`src/rtl/li_receiver_shell.sv`:
```
`default_nettype none
// ============================================================================
// Module   : li_receiver_shell
// Purpose  : Receiver endpoint of a latency-insensitive link. Incoming words
//            are stored in a first-word-fall-through FIFO, handed to the core
//            with a valid/ready handshake, and upstream feedback is generated
//            as credit-return pulses ("credit") or a registered stop signal
//            ("carloni").
// Options  : LI_RX_OVERFLOW_DETECT_EN - when defined, a sticky o_overflow flag
//            records words dropped because the FIFO was full. When undefined,
//            o_overflow is tied low and no detection logic exists.
// Revision : 1.0 - initial release
// ============================================================================
module li_receiver_shell #(
   parameter int    DATA_WIDTH        = 32,
   parameter string INTERCONNECT_TYPE = "credit",
   parameter int    FIFO_DEPTH        = 8,
   parameter int    STOP_MARGIN       = 2
) (
   input  logic                          clock,
   input  logic                          reset,
   input  logic signed [DATA_WIDTH-1:0]  i_data,
   input  logic                          i_valid,
   output logic                          o_li_feedback,
   output logic signed [DATA_WIDTH-1:0]  o_data,
   output logic                          o_valid,
   input  logic                          i_ready,
   output logic [$clog2(FIFO_DEPTH):0]   o_count,
   output logic                          o_overflow
);

   localparam int          AW           = $clog2(FIFO_DEPTH);
   localparam logic [AW:0] c_DEPTH      = (AW+1)'(FIFO_DEPTH);
   localparam logic [AW:0] c_CNT_ONE    = (AW+1)'(1);
   localparam logic [AW-1:0] c_PTR_ONE  = (AW)'(1);
   localparam bit          c_IS_CREDIT  = (INTERCONNECT_TYPE == "credit");
   localparam bit          c_IS_CARLONI = (INTERCONNECT_TYPE == "carloni");

   // Reject configurations the link protocol cannot work with.
   generate
      if (!c_IS_CREDIT && !c_IS_CARLONI) begin : g_bad_type
         $error("li_receiver_shell: INTERCONNECT_TYPE must be credit or carloni");
      end
      if (FIFO_DEPTH < 2 || (FIFO_DEPTH & (FIFO_DEPTH - 1)) != 0) begin : g_bad_depth
         $error("li_receiver_shell: FIFO_DEPTH must be a power of 2, at least 2");
      end
      if (c_IS_CARLONI && (STOP_MARGIN < 1 || STOP_MARGIN >= FIFO_DEPTH)) begin : g_bad_margin
         $error("li_receiver_shell: STOP_MARGIN must be positive and below FIFO_DEPTH");
      end
   endgenerate

   logic signed [DATA_WIDTH-1:0] r_mem [FIFO_DEPTH];
   logic [AW-1:0]                r_wr_ptr;
   logic [AW-1:0]                r_rd_ptr;
   logic [AW:0]                  r_count;
   logic [AW:0]                  w_count_next;
   logic                         w_full;
   logic                         w_pop;
   logic                         w_push;
   logic                         r_feedback;

   // A push is accepted when full only if a pop frees a slot on the same edge.
   assign w_full  = (r_count == c_DEPTH);
   assign o_valid = (r_count != '0);
   assign w_pop   = o_valid & i_ready;
   assign w_push  = i_valid & (~w_full | w_pop);

   // Occupancy after the current edge; shared by the counter and carloni stop.
   always_comb begin
      w_count_next = r_count;
      if (w_push && !w_pop) begin
         w_count_next = r_count + c_CNT_ONE;
      end else if (w_pop && !w_push) begin
         w_count_next = r_count - c_CNT_ONE;
      end
   end

   // Storage array: written on accepted pushes only, contents need no reset.
   always_ff @(posedge clock) begin
      if (w_push) begin
         r_mem[r_wr_ptr] <= i_data;
      end
   end

   // Pointers and occupancy; pointers wrap naturally at the power-of-2 depth.
   always_ff @(posedge clock or negedge reset) begin
      if (!reset) begin
         r_wr_ptr <= '0;
         r_rd_ptr <= '0;
         r_count  <= '0;
      end else begin
         if (w_push) begin
            r_wr_ptr <= r_wr_ptr + c_PTR_ONE;
         end
         if (w_pop) begin
            r_rd_ptr <= r_rd_ptr + c_PTR_ONE;
         end
         r_count <= w_count_next;
      end
   end

   // Head of FIFO is always visible; it is only meaningful while o_valid=1.
   assign o_data  = r_mem[r_rd_ptr];
   assign o_count = r_count;

   generate
      if (c_IS_CARLONI) begin : g_carloni
         localparam logic [AW:0] c_STOP_THRESH = (AW+1)'(FIFO_DEPTH - STOP_MARGIN);
         // Stop upstream while the post-edge occupancy is at or above threshold.
         always_ff @(posedge clock or negedge reset) begin
            if (!reset) begin
               r_feedback <= 1'b0;
            end else begin
               r_feedback <= (w_count_next >= c_STOP_THRESH);
            end
         end
      end else begin : g_credit
         // Return one credit, one cycle after each word leaves the FIFO.
         always_ff @(posedge clock or negedge reset) begin
            if (!reset) begin
               r_feedback <= 1'b0;
            end else begin
               r_feedback <= w_pop;
            end
         end
      end
   endgenerate

   assign o_li_feedback = r_feedback;

`ifdef LI_RX_OVERFLOW_DETECT_EN
   logic w_drop;
   logic r_overflow;

   // A word arriving while full without a simultaneous pop is discarded.
   assign w_drop = i_valid & w_full & ~w_pop;

   // Sticky error flag, cleared only by reset.
   always_ff @(posedge clock or negedge reset) begin
      if (!reset) begin
         r_overflow <= 1'b0;
      end else if (w_drop) begin
         r_overflow <= 1'b1;
      end
   end

   assign o_overflow = r_overflow;

`ifndef SYNTHESIS
   a_no_drop : assert property (@(posedge clock) disable iff (!reset) !w_drop)
      else $warning("li_receiver_shell: word dropped, upstream sent into a full buffer");
`endif
`else
   assign o_overflow = 1'b0;
`endif

endmodule
`default_nettype wire

```
`config.mk`:
```
export PLATFORM = sky130hd
export DESIGN_NAME = li_receiver_shell
export DESIGN_NICKNAME = d
export VERILOG_FILES = /design/src/rtl/li_receiver_shell.sv
export SDC_FILE = /design/constraint.sdc
export NUM_CORES = 1
export LEC_CHECK = 0
export CAP_MARGIN = 5
export CORE_MARGIN = 3
export CORE_UTILIZATION = 25
export CTS_CLUSTER_DIAMETER = 30
export DETAILED_ROUTE_END_ITERATION = 12
export HOLD_SLACK_MARGIN = 0.1
export MAX_ROUTING_LAYER = met4
export SYNTH_ARGS = -nofsm -noshare
export SYNTH_HDL_FRONTEND = slang
export SYNTH_SLANG_ARGS = --single-unit
```
`constraint.sdc`:
```
create_clock -name clock -period 4.65 [get_ports clock]
set_input_delay 1.395 -clock clock [delete_from_list [all_inputs] [get_ports clock]]
set_output_delay 1.395 -clock clock [all_outputs]
set_load 0.05 [all_outputs]
```
==> results.txt <==
The path length in cells of the critical path came out at 4. The area of the die is 44100 um2. The placed wire-length estimate is 11300 um.

The min-delay analysis places its worst path in the category flop to flop. On the final layout, the worst hold slack is 0.565 ns. The startpoint identified for the worst register-to-register timing path is o_count[0]. The clock net in this run drives a total of 267 sinks.

The area of the core is 40900 um2. During synthesis, Yosys emitted a total of 0 warnings. Dividing total power by cell area gives a power density of 763 nW/um2.

The largest fanout on the critical path came out at 28. The actual transition at the worst max-transition pin is 0.792 ns. The synthesized netlist cell count is 436.

The end of the worst register-to-register path is o_count[3]. The family with the most delay on the worst path is buffers and inverters. The length in cells of the worst reg-to-reg path is 9. The worst setup path is launched from a flop. The detailed router finished its first iteration with 318 violations. The distinct cell type count after synthesis came out at 34. The tool flagged a number of max-cap violations equal to 0. Setup repair after global routing left no endpoint under its margin. The total routing resource utilization after global routing is 10.4%. The element type at the critical path end is an output pin. The run finished with clean final reports. Measured along the x axis, the die boundary spans 210 um. The synthesized cell area came out at 10400 um2.

The number of cell rows came out at 74. Across all register-to-register paths, the minimum setup slack is 1.69 ns. The clock latency on the worst-skew pair is 0.57 ns. The post-placement cell count came out at 1032.

In the routed design, unresolved DRC markers number 0. The I/O pin count came out at 75. Synthesis inferred 267 register bits. The number of clock buffers inserted by TritonCTS is 54. The worst pin sits at a relative slew slack of 47.0%. The buffer depth of the longest clock path came out at 3. Derived from the worst setup path, the maximum achievable clock frequency is 223 MHz. The final clock period utilization by the worst path is 96.4%. The effective utilization at floorplan is 25.4%. The worst path setup slack after routing is 0.170 ns. In this run the worst setup path begins at r_rd_ptr[0]. The maximum number of pins on one net before global-route repair came out at 67. The proportion of synthesized chip area in sequential cells is 76.5%. In the layout the commonest cells are edfxtp_1 (256), clkdlybuf4s50_1 (71), clkbuf_16 (55). The final period demand of the worst path is 4.48 ns. The average detailed-routed wire length per instance is 19.4 um. The slowest stage of the critical path belongs to the cell clkdlybuf4s50_1. The number of detailed-route iterations in the first pass is 4.

For this block, the routed nets add up to 22100 um of wire. The largest single stage delay on the critical path is 0.70 ns. The critical path is of the flop to output pin type. The root buffer cell is clkbuf_16. The post-route netlist has 31.2% of its cells at a drive strength greater than 1. The critical path contains buffers and inverters numbering 2 combined.

The library cell used most frequently in the layout, excluding fill and tap cells, is edfxtp_1. The depth of the CTS H-tree came out at 2. The required arrival time at the worst endpoint is 3.25 ns. At the end of routability-driven placement, the weighted congestion stood at 0.670.

The post-placement setup slack came out at 0.544 ns. The static leakage came out at 4.52 nW. The endpoint arrival time on the critical path came out at 3.09 ns. The via count normalized by instance count is 4.30. After the last flow step, the layout net total stands at 599. The total count of hold-check failures in the final report came out at 0. The hold-fix buffer count after cts came out at 0. The number of antenna violations at the first check in global routing came out at 3. The detail route stage leaves a number of antenna-violating nets equal to 0. For the final routed database, the setup TNS stands at 0 ns. The via count of the first global-routing pass is 5219. The post-layout instance count excluding filler cells came out at 1138. The final clock skew came out at 0.0164 ns.

The number of max-slew violations in the final report is 0. Walking the worst path, the cells encountered are buf_12 > mux4_1 > mux2_2 > clkdlybuf4s50_1. Compared with the post-synthesis result, the final layout area differs by 32.2%. The total of buffers placed on input and output ports is 73. The first global-routing pass estimated 33000 um of wire.

The mean instance size in the synthesized netlist is 23.9 um2. For this block, the via count after detailed routing is 4895. The worst-case vdd ir drop came out at 0.385 mV. After clock tree synthesis, the clock-pin slew on the worst setup and hold paths is 0.04 ns.

The CTS tree is built. The final global-route overflow total is 0. The setup violation total in the final timing report is 0. The most critical setup path has its endpoint at o_data[14]. From bottom edge to top edge, the die measures 210 um. Synthesis produced a netlist with a net count of 478.
==> cell type report <==
cell class,instances,area [um2]
Clock inverter,41,475
Multi-Input combinational cell,146,2330
Fill cell,3832,27200
Inverter,3,11.3
Sequential cell,267,7970
Antenna cell,3,7.51
Timing Repair Buffer,85,888
Tap cell,532,666
Clock buffer,61,1400
==> worst min-delay path by stage <==
stage / from / end / slack [ns] / depth (start not counted)
floorplan: r_wr_ptr[2] / r_wr_ptr[2] / 0.54 / 1
global placement: o_count[2] / o_count[2] / 0.55 / 2
detailed placement: o_count[2] / o_count[2] / 0.56 / 2
CTS: o_count[2] / o_count[2] / 0.57 / 2
global route: o_count[2] / o_count[2] / 0.61 / 2
finish: o_count[2] / o_count[2] / 0.57 / 2
==> routing by layer <==
metal	routed length [um]	global-route usage (%)	up-vias
li1	-	-	2147
met1	9590	12.9	2581
met2	10700	16.0	115
met3	1170	2.96	52
met4	637	4.46	0
met5	0	-	-
==> where the power goes <==
part	internal [W]	total, W	switching (W)
Clock	0.00262	0.00387	0.00125
Combinational	0.00139	0.00331	0.00192
Sequential	0.00304	0.00331	0.000269
==> cells in the mapped netlist <==
cell / number / share of area (%)
ha_1: 5 / 0.60
a21oi_1: 2 / 0.096
conb_1: 1 / 0.036
buf_4: 1 / 0.072
mux4_1: 25 / 6.3
nand2_2: 1 / 0.060
buf_1: 1 / 0.036
buf_8: 2 / 0.29
buf_2: 6 / 0.29
fa_1: 1 / 0.19
or3_1: 2 / 0.12
nand3b_1: 1 / 0.072
o21ai_0: 1 / 0.048
or4_1: 2 / 0.14
mux2i_1: 1 / 0.096
nand3_1: 3 / 0.14
buf_6: 2 / 0.22
nor4_1: 1 / 0.060
o21ai_2: 1 / 0.084
xnor2_1: 6 / 0.51
mux2_2: 33 / 3.6
clkbuf_1: 6 / 0.22
buf_12: 2 / 0.38
mux2_1: 2 / 0.22
nor3_1: 5 / 0.24
dfrtp_1: 11 / 2.6
inv_1: 3 / 0.11
a2111o_1: 1 / 0.11
nand2_1: 3 / 0.11
nand2b_1: 3 / 0.18
o211ai_1: 4 / 0.29
edfxtp_1: 256 / 74
nor2_1: 3 / 0.11
mux4_2: 39 / 8.4
==> cell families (layout without fill, tap and decap cells) <==
kind of cell	after synthesis	after routing	synth area share [%]
flip-flops	267	267	76.5
multiplexers	100	100	18.6
AND/OR/NAND/NOR	24	24	1.24
buffers and inverters	23	190	1.61
AO/OA/AOI/OAI	9	9	0.625
adder cells (fa/ha/maj)	6	6	0.794
XOR/XNOR	6	6	0.505
other	1	4	0.0360
==> worst min-delay path, stage by stage, from the launching register on <==
cell	delay, ns
dfrtp_1	0.40
nand2_1	0.06
o21ai_0	0.07
==> flip-flops by register name (all words and copies together) (netlist names) <==
name / count
r_rd_ptr: 3
r_wr_ptr: 3
r_mem: 256
o_li_feedback: 1
o_count: 4
==> metrics by stage <==
| stage | area [um2] | total power, W | util [%] |
|---|---|---|---|
| detailed placement | 11800 | 0.00673 | 28.9 |
| global placement | 11800 | 0.00669 | 28.9 |
| floorplan | 10400 | 0.00565 | - |
| global route | 13700 | 0.0109 | 33.6 |
| CTS | 13700 | 0.0107 | 33.5 |
| finish | 13700 | 0.0105 | 33.6 |
==> repair_timing <==
action	CTS	global route
endpoints found under the setup margin	0	4
endpoints found under the hold margin	0	0
buffers inserted	0	1
resized for setup	0	2
Power figures use the tool's default switching activity.
